<file path="src/rtl/ucdp_clk_mux_ctrl_pkg.sv">
// Shared types and constants for the clock mux switch sequencer.
// State codes are plain constants so legacy tooling can read them.
package ucdp_clk_mux_ctrl_pkg;

    typedef logic [2:0] state_t;

    localparam state_t ST_IDLE     = 3'd0;
    localparam state_t ST_WAIT_OFF = 3'd1;
    localparam state_t ST_SETTLE   = 3'd2;
    localparam state_t ST_WAIT_ON  = 3'd3;
    localparam state_t ST_ABORT    = 3'd4;

    localparam int TMO_W_DEF = 8;
    localparam int TMO_MAX   = (1 << TMO_W_DEF) - 1;

endpackage

</file>
<file path="src/rtl/ucdp_clk_mux_ctrl.sv">
// Glitch-free switch sequencer for a 2:1 clock mux behind two clock gates.
// Gates off, flips select, settles, gates back on; bounded waits on acks.
module ucdp_clk_mux_ctrl #(
    parameter int SETTLE_W = 4,
    parameter int TMO_W    = 8
) (
    input  logic                clk_i,
    input  logic                rst_i,
    input  logic                req_i,
    input  logic                sel_req_i,
    input  logic [SETTLE_W-1:0] settle_i,
    input  logic                err_clr_i,
    input  logic                gate_ack_a_i,
    input  logic                gate_ack_b_i,
    output logic                gate_en_a_o,
    output logic                gate_en_b_o,
    output logic                sel_o,
    output logic                busy_o,
    output logic                done_o,
    output logic                err_o
);

    import ucdp_clk_mux_ctrl_pkg::*;

    localparam logic [TMO_W-1:0] TMO_LIM = '1;

    state_t              state;
    logic                target;
    logic [TMO_W-1:0]    tmo_cnt;
    logic [SETTLE_W-1:0] settle_cnt;

    logic acks_off;
    logic acks_on;
    logic tmo_hit;

    assign acks_off = !gate_ack_a_i && !gate_ack_b_i;
    assign acks_on  = gate_ack_a_i && gate_ack_b_i;
    assign tmo_hit  = (tmo_cnt == TMO_LIM);

    always_ff @(posedge clk_i) begin
        if (rst_i) begin
            state       <= ST_IDLE;
            target      <= 1'b0;
            tmo_cnt     <= '0;
            settle_cnt  <= '0;
            sel_o       <= 1'b0;
            gate_en_a_o <= 1'b1;
            gate_en_b_o <= 1'b1;
            busy_o      <= 1'b0;
            done_o      <= 1'b0;
            err_o       <= 1'b0;
        end else begin
            done_o <= 1'b0;
            // later timeout assignments override this, so a set wins
            if (err_clr_i) begin
                err_o <= 1'b0;
            end
            unique case (state)
                ST_IDLE: begin
                    if (req_i) begin
                        err_o <= 1'b0;
                        if (sel_req_i == sel_o) begin
                            done_o <= 1'b1;
                        end else begin
                            target      <= sel_req_i;
                            gate_en_a_o <= 1'b0;
                            gate_en_b_o <= 1'b0;
                            busy_o      <= 1'b1;
                            tmo_cnt     <= '0;
                            state       <= ST_WAIT_OFF;
                        end
                    end
                end
                ST_WAIT_OFF: begin
                    if (acks_off) begin
                        sel_o      <= target;
                        settle_cnt <= (settle_i == '0) ?
                                      SETTLE_W'(1) : settle_i;
                        state      <= ST_SETTLE;
                    end else if (tmo_hit) begin
                        err_o <= 1'b1;
                        state <= ST_ABORT;
                    end else begin
                        tmo_cnt <= tmo_cnt + 1'b1;
                    end
                end
                ST_SETTLE: begin
                    settle_cnt <= settle_cnt - 1'b1;
                    if (settle_cnt <= SETTLE_W'(1)) begin
                        gate_en_a_o <= 1'b1;
                        gate_en_b_o <= 1'b1;
                        tmo_cnt     <= '0;
                        state       <= ST_WAIT_ON;
                    end
                end
                ST_WAIT_ON: begin
                    if (acks_on) begin
                        done_o <= 1'b1;
                        busy_o <= 1'b0;
                        state  <= ST_IDLE;
                    end else if (tmo_hit) begin
                        err_o  <= 1'b1;
                        done_o <= 1'b1;
                        busy_o <= 1'b0;
                        state  <= ST_IDLE;
                    end else begin
                        tmo_cnt <= tmo_cnt + 1'b1;
                    end
                end
                ST_ABORT: begin
                    gate_en_a_o <= 1'b1;
                    gate_en_b_o <= 1'b1;
                    done_o      <= 1'b1;
                    busy_o      <= 1'b0;
                    state       <= ST_IDLE;
                end
                default: begin
                    state <= ST_IDLE;
                end
            endcase
        end
    end

endmodule

</file>
<file path="config.mk">
export PLATFORM = sky130hd
export DESIGN_NAME = ucdp_clk_mux_ctrl
export DESIGN_NICKNAME = d
export VERILOG_FILES = /design/src/rtl/ucdp_clk_mux_ctrl_pkg.sv /design/src/rtl/ucdp_clk_mux_ctrl.sv
export SDC_FILE = /design/constraint.sdc
export NUM_CORES = 1
export LEC_CHECK = 0
export ABC_AREA = 0
export BUFFER_PORTS_ARGS = -buffer_cell sky130_fd_sc_hd__buf_2
export CAP_MARGIN = 20
export CORE_MARGIN = 3
export CORE_UTILIZATION = 38
export DETAILED_ROUTE_END_ITERATION = 8
export GPL_TIMING_DRIVEN = 0
export MAX_ROUTING_LAYER = met4
export SYNTH_ARGS = -nofsm -noshare
export SYNTH_HDL_FRONTEND = slang
export SYNTH_SLANG_ARGS = --single-unit
</file>
<file path="constraint.sdc">
create_clock -name clk_i -period 2.2 [get_ports clk_i]
set_input_delay 0.22 -clock clk_i [delete_from_list [all_inputs] [get_ports clk_i]]
set_output_delay 0.22 -clock clk_i [all_outputs]
set_load 0.1 [all_outputs]
</file>
# Yosys cells after proc, flatten, opt, wreduce, memory -nomap -nowiden
# Cells that the tools add are included.
# op_classes
bitwise,1
n_reduce_logical,17
add_sub_neg,2
order_cmp,1
n_eq_ne,14
n_mux,38
# ops
cell,n
2-to-1 mux 8 bit,6
case mux 8 bit (4 select lines),1
2-to-1 mux 3 bit,7
2-to-1 mux 1 bit,16
!= test 2 bit (second input constant),6
case mux 1 bit (3 select lines),4
case mux 3 bit (4 select lines),1
adder 8 x 1 -> 8 bit (second input constant),1
== test 8 bit (second input constant),1
2-to-1 mux 4 bit,2
case mux 4 bit (2 select lines),1
AND reduction 4 bit,2
== test 3 x 2 -> 1 bit (second input constant),2
!= test 3 bit (second input constant),2
AND reduction 6 bit,1
nonzero test 3 bit,2
AND reduction 5 bit,1
less-or-equal comparator 4 x 1 -> 1 bit (second input constant),1
zero test 4 bit,1
AND reduction 2 bit,2
nonzero test 4 bit,1
subtractor 4 x 1 -> 4 bit (second input constant),1
== test 3 x 1 -> 1 bit (second input constant),1
== test 3 bit (second input constant),1
other kinds (7),9
# totals
register_bits,21
out_inout_bits,6
elab_cells,82
inputBits,11

# Longest topological paths before layout
# depth
word_depth,4
depth_mapped,6
mapped_depth_nobuf,6

# Worst setup path after synthesis
# Ideal clock, no wire load.
# synth_path
path_type,flip-flop to flip-flop
from,register sel_o
to,register tmo_cnt[7]
t_required_ps,2070
n_path_buf,0
setup_time_ps,130
path_slack_ps,296
period_less_slack_ps,1904
stages_incl_launch_ff,5
arrival_ps,1774
cell_sequence,dfxtp_1 > xnor2_1 > o32ai_1 > a21o_1 > a21oi_1
# synth_between
elab_chain_len,3
# synth_lines
element,line,source
from (decl),ucdp_clk_mux_ctrl.sv:17,"output logic sel_o,"
from (signal assigned),ucdp_clk_mux_ctrl.sv:76,sel_o <= target;
== test 1 bit,ucdp_clk_mux_ctrl.sv:62,if (sel_req_i == sel_o) begin
!= test 2 bit (no source line),n/a,
AND reduction 6 bit (no source line),n/a,
to (signal assigned),ucdp_clk_mux_ctrl.sv:84,tmo_cnt <= tmo_cnt + 1'b1;
to (signal assigned),ucdp_clk_mux_ctrl.sv:107,tmo_cnt <= tmo_cnt + 1'b1;
to (decl),ucdp_clk_mux_ctrl.sv:29,logic [TMO_W-1:0] tmo_cnt;
# No other way between the ends.
# A chain may end at the register's enable or synchronous reset.

# Worst setup path in the final report
# layout_path
from,register state[1]
to,register settle_cnt[2]
# layout_between
elab_chain_len,3
word_cells_on_any_way,6
classes_between,eq/ne: 3; mux: 1; reduce/logical: 2
# layout_lines
element,line,source
from (decl),ucdp_clk_mux_ctrl.sv:27,state_t state;
from (signal assigned),ucdp_clk_mux_ctrl.sv:42,state <= ST_IDLE;
from (signal assigned),ucdp_clk_mux_ctrl.sv:70,state <= ST_WAIT_OFF;
from (signal assigned),ucdp_clk_mux_ctrl.sv:79,state <= ST_SETTLE;
== test 3 x 1 -> 1 bit / == test 3 x 2 -> 1 bit (equally long branches),ucdp_clk_mux_ctrl.sv:58,unique case (state)
!= test 2 bit (no source line) / nonzero test 2 bit (equally long branches),n/a,
AND reduction 2 bit (no source line),n/a,
to (signal assigned),ucdp_clk_mux_ctrl.sv:77,settle_cnt <= (settle_i == '0) ?
to (signal assigned),ucdp_clk_mux_ctrl.sv:88,settle_cnt <= settle_cnt - 1'b1;
to (decl),ucdp_clk_mux_ctrl.sv:30,logic [SETTLE_W-1:0] settle_cnt;
# Several ways; a longest one is shown, not always the timed one.

==> results.md <==
- The flow ran to the end, and the final reports show no timing, DRC or antenna violations.
- Of all nets on the critical path, the largest fanout is 10.
- The critical path data required time is 2.44 ns.
- The clock-pin transition on the worst setup and hold timing paths is 0.13 ns.
- The critical path startpoint category is a register.
- The class of the most critical hold timing path is input pin to register.
- The multiplexer share of the synthesized area is 0.873%.
- The sequential share of power is roughly 53%.
- Of all flip-flops after synthesis, the portion carrying an async set or reset was 0%.
- The startpoint-to-endpoint class of the critical path is register to register.
- The post-layout instance count excluding filler cells is between 150 and 200.
- Setup repair after global routing left no endpoint under its margin.
- Using the TritonRoute via totals, the vias-per-cell ratio works out to 5.69.
- For this run, the share of the core covered by cells in the final layout is 45.9%.
- The main flop type after synthesis is dfxtp_1.
- On the final layout, the worst clock skew is approximately 0.0027 ns.
- The setup total negative slack is 0 ns.
- The power share of the clock group is 25.3%.
- The worst-case register-to-register setup slack is between 0.4 and 0.5 ns.
- The leakage component of the power is 0.000463 uW.
- The detailed router finished its first iteration with 28 violations.
- The tool flagged a number of max-cap violations equal to 0.
- The number of warning messages in the yosys log is 0.
- The routed layout has 1058 vias.
- After Yosys synthesis, XOR and XNOR cells account for 0.764% of the synthesized area.
- The share of the cycle needed by the critical path after routing is 79.8%.
- Walking the worst path, the cells encountered are buf_2 > nor3b_1 > nand2_1 > a2bb2oi_1 > a21oi_1.
- Compared with the post-synthesis result, the final layout area differs by 12.2%.
- For this design the total switching power over the nets is around 260 uW.
- The leading cell type in the layout, fill and taps excluded is dfxtp_1.
- Net switching is between 30% and 40% of the power.
- The global-route wire length before repair is about 4000 um.
- After detailed routing, the number of remaining DRC violations is 0.
- In this run the tool buffered the top-level ports with 15 buffer cells.
- The share of the Yosys chip area taken by registers is approximately 37%.
- Across the VDD grid, the largest voltage drop is 0.000296 V.
- The number of synthesized register bits is 21.
- In the layout the commonest cells are dfxtp_1, a21oi_1, buf_2.
- The instance count along the most critical hold path is 3.
- After detailed routing, the average wire length per cell comes to 13.4 um.
- Summing the areas of all and, or, nand and nor instances in the mapped netlist gives 26.4% of the synthesized area.
- The relative slew slack is 49.4%.
- The number of buffers and inverters on the critical path is 1.
- The CTS tree is built.
- The worst-case clock buffer depth is 2.
- Gates resized during post-CTS repair numbered 0.
- The number of iterations in the first detailed-routing pass is 4.
- The arrival time at the worst endpoint is 2.00 ns.
- Power spread over the standard cell area amounts to slightly above 600 nW/um2.
- The floorplan step set the die width to approximately 60 um.
- The number of cell rows is 19.
- The region available for standard cell placement spans 2810 um2.
- The number of failing hold endpoints at the final stage is 0.
- The number of global-route vias before repair was 925.
- At the later pin of the worst-skew pair, clock insertion delay measures 0.31 ns.
- Clock tree synthesis found a total of 21 sinks.
- The critical path crosses 5 cells after its start point.
- After synthesis, the largest family of logic cells by area is simple AND/OR/NAND/NOR gates.
- After synthesis the cells add up to 1150 um2.
- The number of failing setup endpoints in the final timing report is 0.
- A synthesized cell averages approximately 8.4 um2.
- The slowest stage of the critical path is the nor3b_1 cell.
- For this run the aggregate overflow at the end of global routing stands at 0.
- The final critical-path required period is between 1.5 and 2 ns.
- The final antenna-violating net count is 0.
- The number of cells traversed by the worst register-to-register path is 5.
- At the end of the flow, the number of nets in the layout was 170.
- The congestion estimate from routability-driven global placement came to 0.751.
- The number of clock buffers added by TritonCTS is 3.
- Synthesis produced a netlist with a net count of 150.
- The pin count of the biggest net entering global routing is 12.
- The area of the die is 3710 um2.
- The launch instance of the worst min-delay path is settle_i[0].
- The boundary pin count is 17.
- In this run, distinct cell masters in the synthesized netlist total 46.
- The filler cells instantiated in the layout total approximately 290.
- The initial antenna violation count is 0.
- The startpoint of the worst-slack reg-to-reg timing path is state[1].
- In this run the worst setup path begins at state[1].
- The arithmetic-cell share of the synthesized area counting full adders, half adders and majority gates is 3.28%.
- Hold repair after CTS inserted 0 buffers.
- The post-placement cell count is about 180.
- The share of the synthesized area in compound gates (AO/OA/AOI/OAI) is 25.3%.
- For this run, the top clock speed supported by timing is roughly 570 MHz.
- The cell count after synthesis is 136.
- The total routed wirelength is between 2000 and 2500 um.
- Cells with a size suffix above 1 make up 17.4% of the layout.
- For the pin with the worst max-slew slack, the measured transition is 0.748 ns.
- The tightest hold path in the finished design has a slack of 0.203 ns.
- The maximum level of the CTS H-tree is 1.
- STA classifies the critical path endpoint as a register.
- 0 antenna diodes ended up in the layout.
- The buffer type at the clock tree root is clkbuf_4.
- In this run, the combinational gates consume 22.0% of the power.
- The number of setup buffers added after CTS is 0.
- Cell internal power was estimated by the tool at ~520 uW.
- The initial core utilization is around two fifths.
- The number of max-slew violations in the final report is 0.
- The die is 60.9 um tall.
- The detailed placer's ending HPWL is about 1900 um.
- The number of flops mapped to enable cells by yosys is 0.
- The all-layer global routing usage is 14.9%.
- In this design, the largest share of critical-path delay is due to simple AND/OR/NAND/NOR gates.
- On the worst path, the slowest cell contributes a delay of 0.59 ns.
cell type report:
cell class,count,area [um2],share of cell area [%]
buffer,7,53.8,4.18
clock buffer,4,26.3,2.04
inverter,6,22.5,1.75
multi-input combinational,102,649,50.5
sequential,21,420,32.7
tap,31,38.8,3.02
timing repair buffer,15,75.1,5.84
stage by stage:
stage	total power, uW	area (um2)	worst slack (ns)
final	782	1290	0.445
after global placement	589	1260	0.499
after floorplan	553	1150	0.296
after global routing	822	1290	0.282
after detailed placement	592	1260	0.491
after CTS	784	1290	0.452
synth_stat cells, drive strengths merged, types with 2 or more instances:
master   instances  area [um2]
a2bb2oi          2        17.5
nor3             4        20.0
o21ai            6        30.0
nand2b           5        38.8
o31ai            5        37.5
and2             3        18.8
a22oi            2        15.0
a211oi           2        15.0
nand3            3        15.0
nand2           10        37.5
and4             2        22.5
or4              5        37.5
ha               3        37.5
buf              6        50.0
nor4             2        12.5
a21o             2        16.3
or3              2        12.5
a21oi           19        95.1
nor2             6        22.5
inv              6        22.5
nand4            2        12.5
dfxtp           21         420
cells by family (layout without fill, tap and decap cells):
logic type               Yosys count  in the layout
adder cells (fa/ha/maj)            3              3
XOR/XNOR                           1              1
AO/OA/AOI/OAI                     46             46
buffers and inverters             13             32
flip-flops                        21             21
multiplexers                       1              1
AND/OR/NAND/NOR                   51             51
registers in the layout (all words and copies together), names as in the netlist:
signal and cells:
tmo_cnt 8, settle_cnt 4, state 3, busy_o 1, done_o 1, err_o 1
gate_en_b_o 1, sel_o 1, target 1
worst paths after layout:
check	to
worst min-delay path	settle_cnt[0]
worst max register to register	settle_cnt[2]
worst min register to register	sel_o
worst max-delay path	settle_cnt[2]
power groups by stage:
stage / registers [uW] / clock network [uW] / logic (uW)
5_1_grt: 415 / 220 / 187
3_3_place_gp: 419 / 0 / 170
4_1_cts: 411 / 199 / 173
6_report: 412 / 198 / 172
3_5_place_dp: 420 / 0 / 172
2_1_floorplan: 455 / 0 / 98.4
routing by layer:
metal	GRT usage, %	up-vias	wire length [um]
met1	19.9	482	1260
li1	-	549	-
met2	22.3	23	1090
met5	-	-	0
met4	4.95	0	34
met3	3.19	4	110
worst min-delay path: cells and delay by family:
kind            cells  cell delay, ns
compound gates      2            0.19
buf+inv             1            0.07
Note: power is estimated with default switching activity, not from simulation.
